--- src/rtl/mac_sched_pkg.sv ---
// mac_sched_pkg: opcodes, FSM encoding and opcode legality shared by the MAC scheduler.
package mac_sched_pkg;
    localparam logic [2:0] OP_SQ      = 3'd0;
    localparam logic [2:0] OP_SC      = 3'd1;
    localparam logic [2:0] OP_MAT8    = 3'd2;
    localparam logic [2:0] OP_MAT16   = 3'd3;
    localparam logic [2:0] OP_COL_SUM = 3'd4;

    typedef enum logic [1:0] {IDLE, ISSUE, WAIT, RESP} state_t;

    function automatic logic op_legal(input logic [2:0] op);
        return op <= OP_COL_SUM;
    endfunction
endpackage

--- src/rtl/rr_arbiter.sv ---
// rr_arbiter: combinational round-robin pick of the first requester after rr_ptr.
module rr_arbiter #(
    parameter int NREQ = 3,
    parameter int IW   = $clog2(NREQ)
) (
    input  logic [NREQ-1:0] req,
    input  logic [IW-1:0]   rr_ptr,
    output logic [NREQ-1:0] gnt,
    output logic [IW-1:0]   idx,
    output logic            any
);
    // Scan from farthest to nearest so the nearest requester after rr_ptr wins.
    always_comb begin
        idx = '0;
        for (int k = NREQ; k >= 1; k--)
            if (req[(int'(rr_ptr) + k) % NREQ]) idx = IW'((int'(rr_ptr) + k) % NREQ);
    end

    assign any = |req;
    assign gnt = any ? NREQ'(1) << idx : '0;
endmodule

--- src/rtl/mac_scheduler.sv ---
// mac_scheduler: round-robin sharing of the single MAC datapath among NREQ client engines.
module mac_scheduler
    import mac_sched_pkg::*;
#(
    parameter int NREQ    = 3,
    parameter int RES_W   = 24,
    parameter int TIMEOUT = 2047
) (
    input  logic              clk,
    input  logic              rst,
    input  logic [NREQ-1:0]   req,
    input  logic [3*NREQ-1:0] op,
    output logic [NREQ-1:0]   gnt,
    output logic [NREQ-1:0]   job_done,
    output logic [NREQ-1:0]   job_err,
    output logic [RES_W-1:0]  result,
    output logic              busy,
    output logic              mac_sq,
    output logic              mac_sc,
    output logic              mac_mat8,
    output logic              mac_mat16,
    output logic              mac_col_sum,
    input  logic              mac_done,
    input  logic [RES_W-1:0]  mac_out
);
    localparam int IW = $clog2(NREQ);
    localparam int CW = $clog2(TIMEOUT + 1);

    state_t           state, state_n;
    logic [IW-1:0]    idx, idx_n, rr_ptr, ptr_n, arb_idx;
    logic [2:0]       op_q, op_n, op_sel;
    logic [CW-1:0]    cnt, cnt_n;
    logic [NREQ-1:0]  arb_gnt, gnt_n, done_n, err_n;
    logic             arb_any;
    logic [4:0]       strb, strb_n;
    logic [RES_W-1:0] res_n;

    rr_arbiter #(.NREQ(NREQ)) u_arb (
        .req(req), .rr_ptr(rr_ptr), .gnt(arb_gnt), .idx(arb_idx), .any(arb_any)
    );

    assign op_sel = op[3*arb_idx +: 3];
    assign {mac_col_sum, mac_mat16, mac_mat8, mac_sc, mac_sq} = strb;

    // Outputs are computed one state ahead so every port comes straight from a flop.
    always_comb begin
        state_n = state;
        idx_n   = idx;
        op_n    = op_q;
        cnt_n   = cnt;
        ptr_n   = rr_ptr;
        gnt_n   = gnt;
        done_n  = '0;
        err_n   = '0;
        strb_n  = '0;
        res_n   = result;
        unique case (state)
            IDLE: if (arb_any) begin
                state_n = ISSUE;
                idx_n   = arb_idx;
                op_n    = op_sel;
                gnt_n   = arb_gnt;
                strb_n  = op_legal(op_sel) ? 5'(1) << op_sel : '0;
            end
            ISSUE: begin
                cnt_n   = '0;
                state_n = op_legal(op_q) ? WAIT : RESP;
                err_n   = op_legal(op_q) ? '0 : gnt;
            end
            WAIT: begin
                cnt_n = cnt + 1'b1;
                if (mac_done) begin
                    state_n = RESP;
                    res_n   = mac_out;
                    done_n  = gnt;
                end else if (cnt == CW'(TIMEOUT - 1)) begin
                    state_n = RESP;
                    err_n   = gnt;
                end
            end
            RESP: begin
                state_n = IDLE;
                ptr_n   = idx;
                gnt_n   = '0;
            end
            default: state_n = IDLE;
        endcase
    end

    always_ff @(posedge clk or negedge rst) begin
        if (!rst) begin
            state    <= IDLE;
            idx      <= '0;
            op_q     <= '0;
            cnt      <= '0;
            rr_ptr   <= IW'(NREQ - 1);
            gnt      <= '0;
            job_done <= '0;
            job_err  <= '0;
            strb     <= '0;
            result   <= '0;
            busy     <= 1'b0;
        end else begin
            state    <= state_n;
            idx      <= idx_n;
            op_q     <= op_n;
            cnt      <= cnt_n;
            rr_ptr   <= ptr_n;
            gnt      <= gnt_n;
            job_done <= done_n;
            job_err  <= err_n;
            strb     <= strb_n;
            result   <= res_n;
            busy     <= state_n != IDLE;
        end
    end
endmodule

--- config.mk ---
export PLATFORM = sky130hd
export DESIGN_NAME = mac_scheduler
export DESIGN_NICKNAME = d
export VERILOG_FILES = /design/src/rtl/mac_sched_pkg.sv /design/src/rtl/rr_arbiter.sv /design/src/rtl/mac_scheduler.sv
export SDC_FILE = /design/constraint.sdc
export NUM_CORES = 1
export LEC_CHECK = 0
export ABC_AREA = 1
export BUFFER_PORTS_ARGS = -buffer_cell sky130_fd_sc_hd__buf_2
export CAP_MARGIN = 10
export CORE_UTILIZATION = 45
export CTS_BUF_LIST = sky130_fd_sc_hd__clkbuf_8
export DETAILED_ROUTE_END_ITERATION = 10
export HOLD_SLACK_MARGIN = 0.15
export PLACE_DENSITY_LB_ADDON = 0.1
export SLEW_MARGIN = 20
export SYNTH_ARGS = -nofsm -noshare
export SYNTH_HDL_FRONTEND = slang
export SYNTH_SLANG_ARGS = --single-unit
export TNS_END_PERCENT = 30
--- constraint.sdc ---
create_clock -name clk -period 2.01 [get_ports clk]
set_input_delay 0.1005 -clock clk [delete_from_list [all_inputs] [get_ports clk]]
set_output_delay 0.1005 -clock clk [all_outputs]
set_load 0.05 [all_outputs]
# After elaboration in Yosys (flattened, before gate mapping)

Index checks and enable logic that the tools add are counted.

Bits in registers: 59
Bits in latches: 0
RAM bits: 0
Memory bits (read-only): 0
Memories: 0

$add $sub $neg: 4
Multiply operators: 1
Div/mod/pow operators: 3
Order comparisons: 5
Equality and inequality tests: 5
Shift-type cells: 3
Mux-type cells: 29
Bitwise gates (word level): 0
Reductions and logical operators: 8

Operators by type and width:

| operator              | count |
|---|---|
| $lt 32x4->1 const B   | 3 |
| $mod 32x3->32 const B | 3 |
| $pmux 11 s2           | 1 |
| $mux 3                | 6 |
| $mux 5                | 3 |
| $mux 2                | 6 |
| $pmux 3 s2            | 2 |
| $add 11x1->11 const B | 1 |
| $eq 11x11->1 const B  | 1 |
| $shiftx 9x5->3        | 1 |
| $pmux 2 s4            | 1 |
| $mux 1                | 7 |
| $add 2x2->3 const B   | 2 |
| $bmux 1 s2            | 3 |
| $le 3x3->1 const B    | 2 |
| $reduce_and 2->1      | 3 |
| $reduce_bool 2->1     | 3 |
| $shl 1x3->5 const A   | 1 |
| $eq 2x2->1 const B    | 2 |
| $mul 2x2->4 const A   | 1 |
| $add 2x1->3 const B   | 1 |
| $reduce_or 3->1       | 1 |
| $shl 1x2->3 const A   | 1 |
| $eq 2x1->1 const B    | 1 |
| other kinds (2)       | 2 |

# Longest topological paths before layout

Gate-level depths: netlist of run 1.

Depth after elaboration: 14
Depth in mapped cells: 16

# Hierarchy

A second synthesis of run 1 with hierarchy kept.

Cell total of the unflattened synthesis: 289
Area total of the unflattened synthesis: 2760.1 µm²

Modules (own cells, without submodules):

| module        | instances | cells each | area an instance (µm²) |
|---|---|---|---|
| mac_scheduler | 1         | 243        | 2517.4 |
| rr_arbiter    | 1         | 46         | 242.7 |

# Worst setup path after synthesis of run 1

No wires, ideal clock.

Kind: register to register
Start point: register rr_ptr[1]
End point: register strb[3]
Setup time: 0.117 ns
Data arrival time: 1.684 ns
Slack: 0.209 ns
Stages on the path, launching flop included: 16
Period minus slack after synthesis: 1.801 ns
Cell sequence: dfstp_2 -> ha_1 -> inv_2 -> nand2_1 -> nand2_1 -> nand2_1 -> nand2_1 -> clkinv_1 -> nand2_2 -> nand2_2 -> nand2_1 -> nand3_2 -> nand2_1 -> inv_1 -> nand2_1 -> nor2_1

Cells in the longest elaborated chain, start to end: 14

Ends and longest elaborated chain:

| item                                             | RTL line                                 | RTL |
|---|---|---|
| from (decl)                                      | mac_scheduler.sv:30                      | `logic [IW-1:0] idx, idx_n, rr_ptr, ptr_n, arb_idx;` |
| from (signal assigned)                           | mac_scheduler.sv:96                      | `rr_ptr <= IW'(NREQ - 1);` |
| from (signal assigned)                           | mac_scheduler.sv:108                     | `rr_ptr <= ptr_n;` |
| $add 2x2->3                                      | rr_arbiter.sv:16                         | `if (req[(int'(rr_ptr) + k) % NREQ]) idx = IW'((int'(rr_ptr) + k) % NREQ);` |
| $mod 32x3->32                                    | rr_arbiter.sv:16                         |  |
| $bmux 1 s2                                       | rr_arbiter.sv:16                         |  |
| $mux 1 (not written as such) (2 in series)       | rr_arbiter.sv:16                         |  |
| $mux 2 (2 in series)                             | rr_arbiter.sv:16                         |  |
| $mux 2 (*)                                       | rr_arbiter.sv:16                         |  |
| $mul 2x2->4 (*)                                  | mac_scheduler.sv:42                      | `assign op_sel = op[3*arb_idx +: 3];` |
| $shiftx 9x5->3 (*)                               | mac_scheduler.sv:42                      |  |
| $le 3x3->1 / $shl 1x3->5 (equally long branches) | mac_sched_pkg.sv:12, mac_scheduler.sv:63 |  |
| $mux 5 (*)                                       | mac_scheduler.sv:63                      | `strb_n = op_legal(op_sel) ? 5'(1) << op_sel : '0;` |
| $mux 5 (*)                                       | mac_scheduler.sv:58                      | `IDLE: if (arb_any) begin` |
| $mux 5 (*)                                       | mac_scheduler.sv:57                      | `unique case (state)` |
| named net strb_n[3]                              | mac_scheduler.sv:35                      | `logic [4:0] strb, strb_n;` |
| to (signal assigned)                             | mac_scheduler.sv:112                     | `strb <= strb_n;` |
| to (decl)                                        | mac_scheduler.sv:35                      |  |

Mark *: on every way through the listed nets, which the timed path passes. The rest lies on a longest branch. The select of a mux whose other input is x is not followed.
A chain may end at the register's enable or synchronous reset.

# Worst setup path in the final report of run 1

Start point: register rr_ptr[1]
End point: register strb[2]

The elaborated chain is that of the path after synthesis.

==> impl_metrics.py, run 1 <==
metrics = {
    "status": {
        "outcome": "completed",
    },
    "placed_design": {
        "placed_cell_area_um2": 3230,
        "dp.cells": 430,
        "portBuffers": 77,
        "pre_cts_ws_ns": 0.0532,
        "dpl.hpwl_um": 4030,
        "gp_congestion": 0.917,
    },
    "worst_setup_path": {
        "crit_chain": "ha_4, inv_4, nand2_1, nand2_1, nand2_1, nand2_1, inv_2, nand2_4, nand3_1, nand2_2, nor2_2, nor2_2, nand2_1, nor2_1",
        "start_kind": "flip-flop",
        "cpLargestDelayFamily": "simple AND/OR/NAND/NOR gates",
        "critPathMaxFanout": 6,
        "rr_endpoint": "strb[2]",
        "slowest_stage": "dfstp_2",
        "critPathMaxStageDelay_ns": 0.57,
        "path_buf_inv": 2,
        "critical_path_depth": 14,
        "crit_top_cell": "nand2_1",
        "critPathRequiredTime_ns": 2.26,
        "crit_type": "reg2reg",
        "endpoint_kind": "flip-flop",
        "cp-startpoint": "rr_ptr[1]",
        "r2r_slack_ns": 0.10,
        "crit_path_end": "strb[2]",
        "arrival_ns": 2.16,
        "r2r_cells": 14,
        "rr_startpoint": "rr_ptr[1]",
    },
    "logic_synthesis": {
        "syn_nets": 328,
        "seq_area_frac_synth_pct": 54.3,
        "ys_ff_latch": 59,
        "synth_area_um2": 2720,
        "synth_warnings": 0,
        "synthCells": 279,
        "synth_area_per_cell_um2": 9.75,
        "yosysUniqueCellTypes": 27,
    },
    "timing": {
        "grt_setup_unrepaired": "true",
        "finalWorstSetupSlack_ns": 0.104,
        "finalSetupTns_ns": 0,
        "period_minus_slack_ns": 1.91,
        "relSlewSlack_pct": 51.2,
        "fin_crit_sh_pct": 94.8,
        "setup_viol": 0,
        "tightest_slew_ns": 0.732,
        "slew_violations": 0,
        "hold_viol_final": 0,
        "holdWs_ns": 0.177,
        "skew_ns": 0.0120,
        "fmax_mhz": 525,
    },
    "floorplan": {
        "start_util_pct": 47.9,
        "die-area_um2": 6360,
        "ioPinCount": 78,
        "std_cell_rows": 27,
        "core-area_um2": 5680,
        "fp.dieH_um": 79.7,
        "die_w_um": 79.7,
    },
    "routing": {
        "vias": 2295,
        "drc_errors": 0,
        "avgViaCountPerCell": 4.82,
        "antenna_left": 0,
        "drt-total-wl_um": 6000,
        "firstDrtPassIters": 4,
        "wire_per_inst_um": 12.6,
        "drt_iter0_drc": 103,
    },
    "clocking": {
        "clockBufferDepth": 2,
        "numCtsBuffers": 9,
        "clk_latency_ns": 0.33,
        "h-tree-depth": 3,
        "cts_sinks": 59,
        "cts_tree": "yes",
        "ctsRootBufferMaster": "clkbuf_8",
        "clkTransAtPathRegs_ns": 0.07,
    },
    "pwr": {
        "power_frac_comb_pct": 57.2,
        "switching_share_pct": 49.0,
        "p_leak_nw": 1.92,
        "switchingPower_mw": 3.34,
        "fin_total_pwr_mw": 6.81,
        "p_int_mw": 3.48,
        "clockPowerShare_pct": 15.2,
        "vdd_drop_max_mv": 1.09,
        "power.density_nw_per_um2": 1790,
        "power_frac_seq_pct": 27.5,
    },
    "layout": {
        "fin_util_pct": 67.0,
        "area.growth.synth_to_final_pct": 39.9,
        "drive_gt1_share_pct": 39.4,
        "antenna_cells": 0,
        "stdcell_count": 476,
        "fill_cells": 467,
        "fin_area_um2": 3800,
        "nNetsFinal": 449,
    },
    "flow_run": {
        "drv_cap": 0,
    },
    "worst_hold_path": {
        "min_path_cells": 4,
        "min_path_type": "in2reg",
    },
    "global_route": {
        "grt_max_degree": 60,
        "grt_antenna_before_repair": 0,
        "grt_pass1_wl_um": 9680,
        "grtUsageTotal_pct": 20.0,
        "grt_pass1_vias": 2237,
        "grt_overflow": 0,
    },
}
layout by cell type, fill, tap and decap left out, types with 2 or more instances in the layout:
cell,n
a31oi_1,2
buf_2,77
nand2_2,10
ha_4,2
mux2_2,24
o211ai_1,2
o21ai_0,17
clkinv_2,3
nand2_1,54
dfrtp_1,58
inv_2,4
nor2_1,22
ha_1,7
buf_4,7
a21oi_1,5
nand3_2,5
dlygate4sd3_1,27
nor3_1,2
inv_4,2
inv_1,27
nand2_4,2
clkbuf_8,10
xor2_1,2
nand4_1,2
nand3_1,13
nor2_2,4
power groups by stage:
stage / combinational, mW / clock (mW) / sequential, mW
after global routing: 4.21 / 1.13 / 1.94
final: 3.90 / 1.04 / 1.88
after detailed placement: 3.52 / 0 / 1.88
after CTS: 3.57 / 1.07 / 1.86
after global placement: 3.49 / 0 / 1.86
after floorplan: 1.58 / 0 / 2.99
cell type report:
cell class | count | area, um2 | area share [%]
Clock buffer | 10 | 138 | 3.62
Clock inverter | 5 | 53.8 | 1.41
Inverter | 34 | 133 | 3.49
Multi-Input combinational cell | 184 | 1180 | 31.1
Sequential cell | 59 | 1480 | 38.8
Tap cell | 72 | 90.1 | 2.37
Timing Repair Buffer | 112 | 728 | 19.1
cell usage after synthesis (all sizes together):
cell	n	area (um2)
a41oi	1	8.76
dfstp	1	26.3
nor2	27	109
a31oi	2	12.5
buf	2	10.0
clkinv	2	7.51
mux2	24	270
nor3	2	10.0
xor2	2	17.5
or2	1	6.26
nor4	1	6.26
o211ai	2	15.0
nand4	2	12.5
ha	10	125
o21ai	18	90.1
a211oi	1	7.51
nand3	18	105
nand2	66	270
o21a	1	7.51
inv	32	120
dfrtp	58	1450
a21oi	6	30.0
registers in the layout, indices dropped and copies added (netlist names):
register and cells:
busy 1, cnt 11, gnt 3, idx 2, job_done 3, job_err 3
op_q 3, result 24, rr_ptr 2, state 2, strb 5
cell families after synthesis:
logic type | Yosys count | share of synthesized area, %
compound gates | 31 | 6.30
xor+xnor | 2 | 0.644
fa+ha+maj | 10 | 4.60
buf+inv | 36 | 5.06
flops | 59 | 54.3
mux | 24 | 9.94
simple gates | 117 | 19.1
worst register-to-register path, delay by kind of cell, from the launching register on:
family,cells,cell delay [ns]
flip-flops,1,0.57
AND/OR/NAND/NOR,11,0.93
buffers and inverters,2,0.12
adder cells (fa/ha/maj),1,0.22
metal layers:
layer / up-vias / track usage [%] / routed length (um)
met1: 1079 / 24.5 / 2580
met4: 0 / 8.04 / 54
li1: 1142 / - / -
met2: 69 / 33.8 / 3060
met5: - / 0 / 0
met3: 5 / 4.91 / 314
how the worst min path moves through the flow:
stage | startpoint | end
2_1_floorplan | rst | busy
3_3_place_gp | rst | rr_ptr[0]
3_5_place_dp | rst | rr_ptr[0]
4_1_cts | op[7] | strb[3]
5_1_grt | op[7] | strb[2]
6_report | mac_done | job_err[0]
repair_timing:
item                                    in CTS  in global routing
endpoints found under the setup margin       0                  7
hold endpoints to repair                    84                  0
gates resized for setup                      0                 24
hold buffers                                27                  0
setup buffers                                0                  4
(Power assumes the default switching activity.)
==> run 2: changes to the inputs <==
CORE_MARGIN = 3   (was default)
PLACE_DENSITY_LB_ADDON = 0.2   (was 0.1)
==> impl_metrics.py, run 2 (synthesized netlist as in run 1, its figures left out) <==
metrics = {
    "floorplan": {
        "die-area_um2": 7010,
        "ioPinCount": 78,
        "die_w_um": 83.7,
        "core-area_um2": 5680,
        "fp.dieH_um": 83.7,
        "start_util_pct": 47.9,
        "std_cell_rows": 27,
    },
    "placed_design": {
        "dpl.hpwl_um": 4270,
        "pre_cts_ws_ns": 0.0170,
        "portBuffers": 77,
        "gp_congestion": 0.805,
    },
    "pwr": {
        "switching_share_pct": 45.5,
        "p_leak_nw": 1.99,
        "clockPowerShare_pct": 20.7,
        "vdd_drop_max_mv": 1.09,
        "power.density_nw_per_um2": 1850,
        "switchingPower_mw": 3.32,
        "p_int_mw": 3.97,
        "power_frac_comb_pct": 53.7,
        "power_frac_seq_pct": 25.6,
    },
    "worst_setup_path": {
        "start_kind": "flip-flop",
        "rr_startpoint": "rr_ptr[1]",
        "cp-startpoint": "rr_ptr[1]",
        "crit_type": "reg2reg",
        "critPathMaxFanout": 7,
        "arrival_ns": 2.16,
        "endpoint_kind": "flip-flop",
        "critPathRequiredTime_ns": 2.27,
    },
    "layout": {
        "seqCellArea_um2": 1480,
        "multi_input_area_um2": 1180,
        "drive_gt1_share_pct": 39.7,
        "top_regs": "result (24), cnt (11), strb (5)",
        "layout_commonest_cell": "buf_2",
        "fill_cells": 443,
        "nNetsFinal": 453,
        "layout_common_cells": "buf_2, dfrtp_1, nand2_1",
        "antenna_cells": 0,
        "area.growth.synth_to_final_pct": 44.7,
        "largest_reg_flops": 24,
        "top_register": "result",
    },
    "timing": {
        "relSlewSlack_pct": 64.5,
        "fin_crit_sh_pct": 94.3,
        "holdWs_ns": 0.192,
        "period_minus_slack_ns": 1.90,
        "slew_violations": 0,
        "finalWorstSetupSlack_ns": 0.114,
        "fmax_mhz": 527,
        "hold_viol_final": 0,
        "setup_viol": 0,
        "skew_ns": 0.00880,
        "tightest_slew_ns": 0.533,
    },
    "routing": {
        "wire_per_inst_um": 12.8,
        "drc_errors": 0,
        "firstDrtPassIters": 4,
        "antenna_left": 0,
        "avgViaCountPerCell": 4.76,
        "vias": 2283,
        "drt-total-wl_um": 6130,
        "drt_iter0_drc": 88,
    },
    "global_route": {
        "grt_overflow": 0,
        "grt_max_degree": 28,
        "grtUsageTotal_pct": 18.8,
        "grt_antenna_before_repair": 0,
        "grt_pass1_wl_um": 10500,
        "grt_pass1_vias": 2300,
    },
    "clocking": {
        "numCtsBuffers": 9,
        "cts_sinks": 59,
        "clkTransAtPathRegs_ns": 0.06,
        "ctsRootBufferMaster": "clkbuf_8",
        "clk_latency_ns": 0.33,
        "clockBufferDepth": 2,
        "h-tree-depth": 3,
        "cts_tree": "yes",
    },
    "flow_run": {
        "drv_cap": 0,
    },
    "worst_hold_path": {
        "min_from": "op[1]",
        "min_path_type": "in2reg",
    },
    "status": {
        "outcome": "completed",
    },
}
-- run 2: metrics by stage --
step / cell area, um2 / TNS [ns] / total power, mW / cells / utilization, %
floorplan: 2720 / 0 / 4.57 / 279 / -
global placement: 3270 / 0 / 5.40 / 434 / 57.6
detailed placement: 3270 / 0 / 5.47 / 434 / 57.6
CTS: 3830 / 0 / 7.06 / 477 / 67.4
global route: 3930 / -0.0830 / 7.79 / 480 / 69.3
finish: 3930 / 0 / 7.29 / 480 / 69.3
-- run 2: repair_timing --
item | CTS | global route
hold endpoints to repair | 85 | 0
resized for setup | 0 | 23
endpoints found under the setup margin | 0 | 7
hold buffers | 28 | 0
buffers inserted | 0 | 3
-- run 2: layout make-up --
class,count,share of cell area (%)
inverters,34,3.37
clock buffers,9,3.15
flip-flops and latches,59,37.6
clock inverters,6,3.91
well taps,72,2.29
multi-input cells,184,30.1
repair buffers,116,19.7
-- run 2: per-layer routing --
layer	global-route usage, %	share of wire, %	wire (um)	up-vias
met1	22.5	42	2580	1057
met2	31.5	51	3130	58
met4	8.33	1.8	108	0
li1	-	-	-	1158
met5	0	0	0	-
met3	5.03	5.1	314	10
-- run 2: path summary, 6_finish.rpt --
path,cells past startpoint,slack [ns],to
setup / recovery,12,0.11,strb[3]
min in group asynchronous,2,0.28,state[1]
setup reg to reg,12,0.11,strb[3]
hold reg to reg,2,0.48,idx[0]
max in group asynchronous,3,1.16,rr_ptr[1]
hold / removal,6,0.19,strb[4]
-- run 2: worst max-delay path, cell delays in order (launching register included) --
cell and delay [ns]:
dfstp_2 0.57, ha_4 0.22, inv_4 0.08, nand2_1 0.06, nand2_2 0.08, nand3_2 0.21
nand2_4 0.16, nand2_1 0.07, nand3_2 0.06, nand2_1 0.06, inv_1 0.08, nand2_1 0.08
nor2_2 0.10
-- run 2: power groups by stage --
stage | clock network (mW) | logic [mW] | registers [mW]
3_3_place_gp | 0 | 3.54 | 1.86
3_5_place_dp | 0 | 3.59 | 1.88
2_1_floorplan | 0 | 1.58 | 2.99
6_report | 1.51 | 3.92 | 1.87
4_1_cts | 1.55 | 3.64 | 1.86
5_1_grt | 1.60 | 4.26 | 1.93
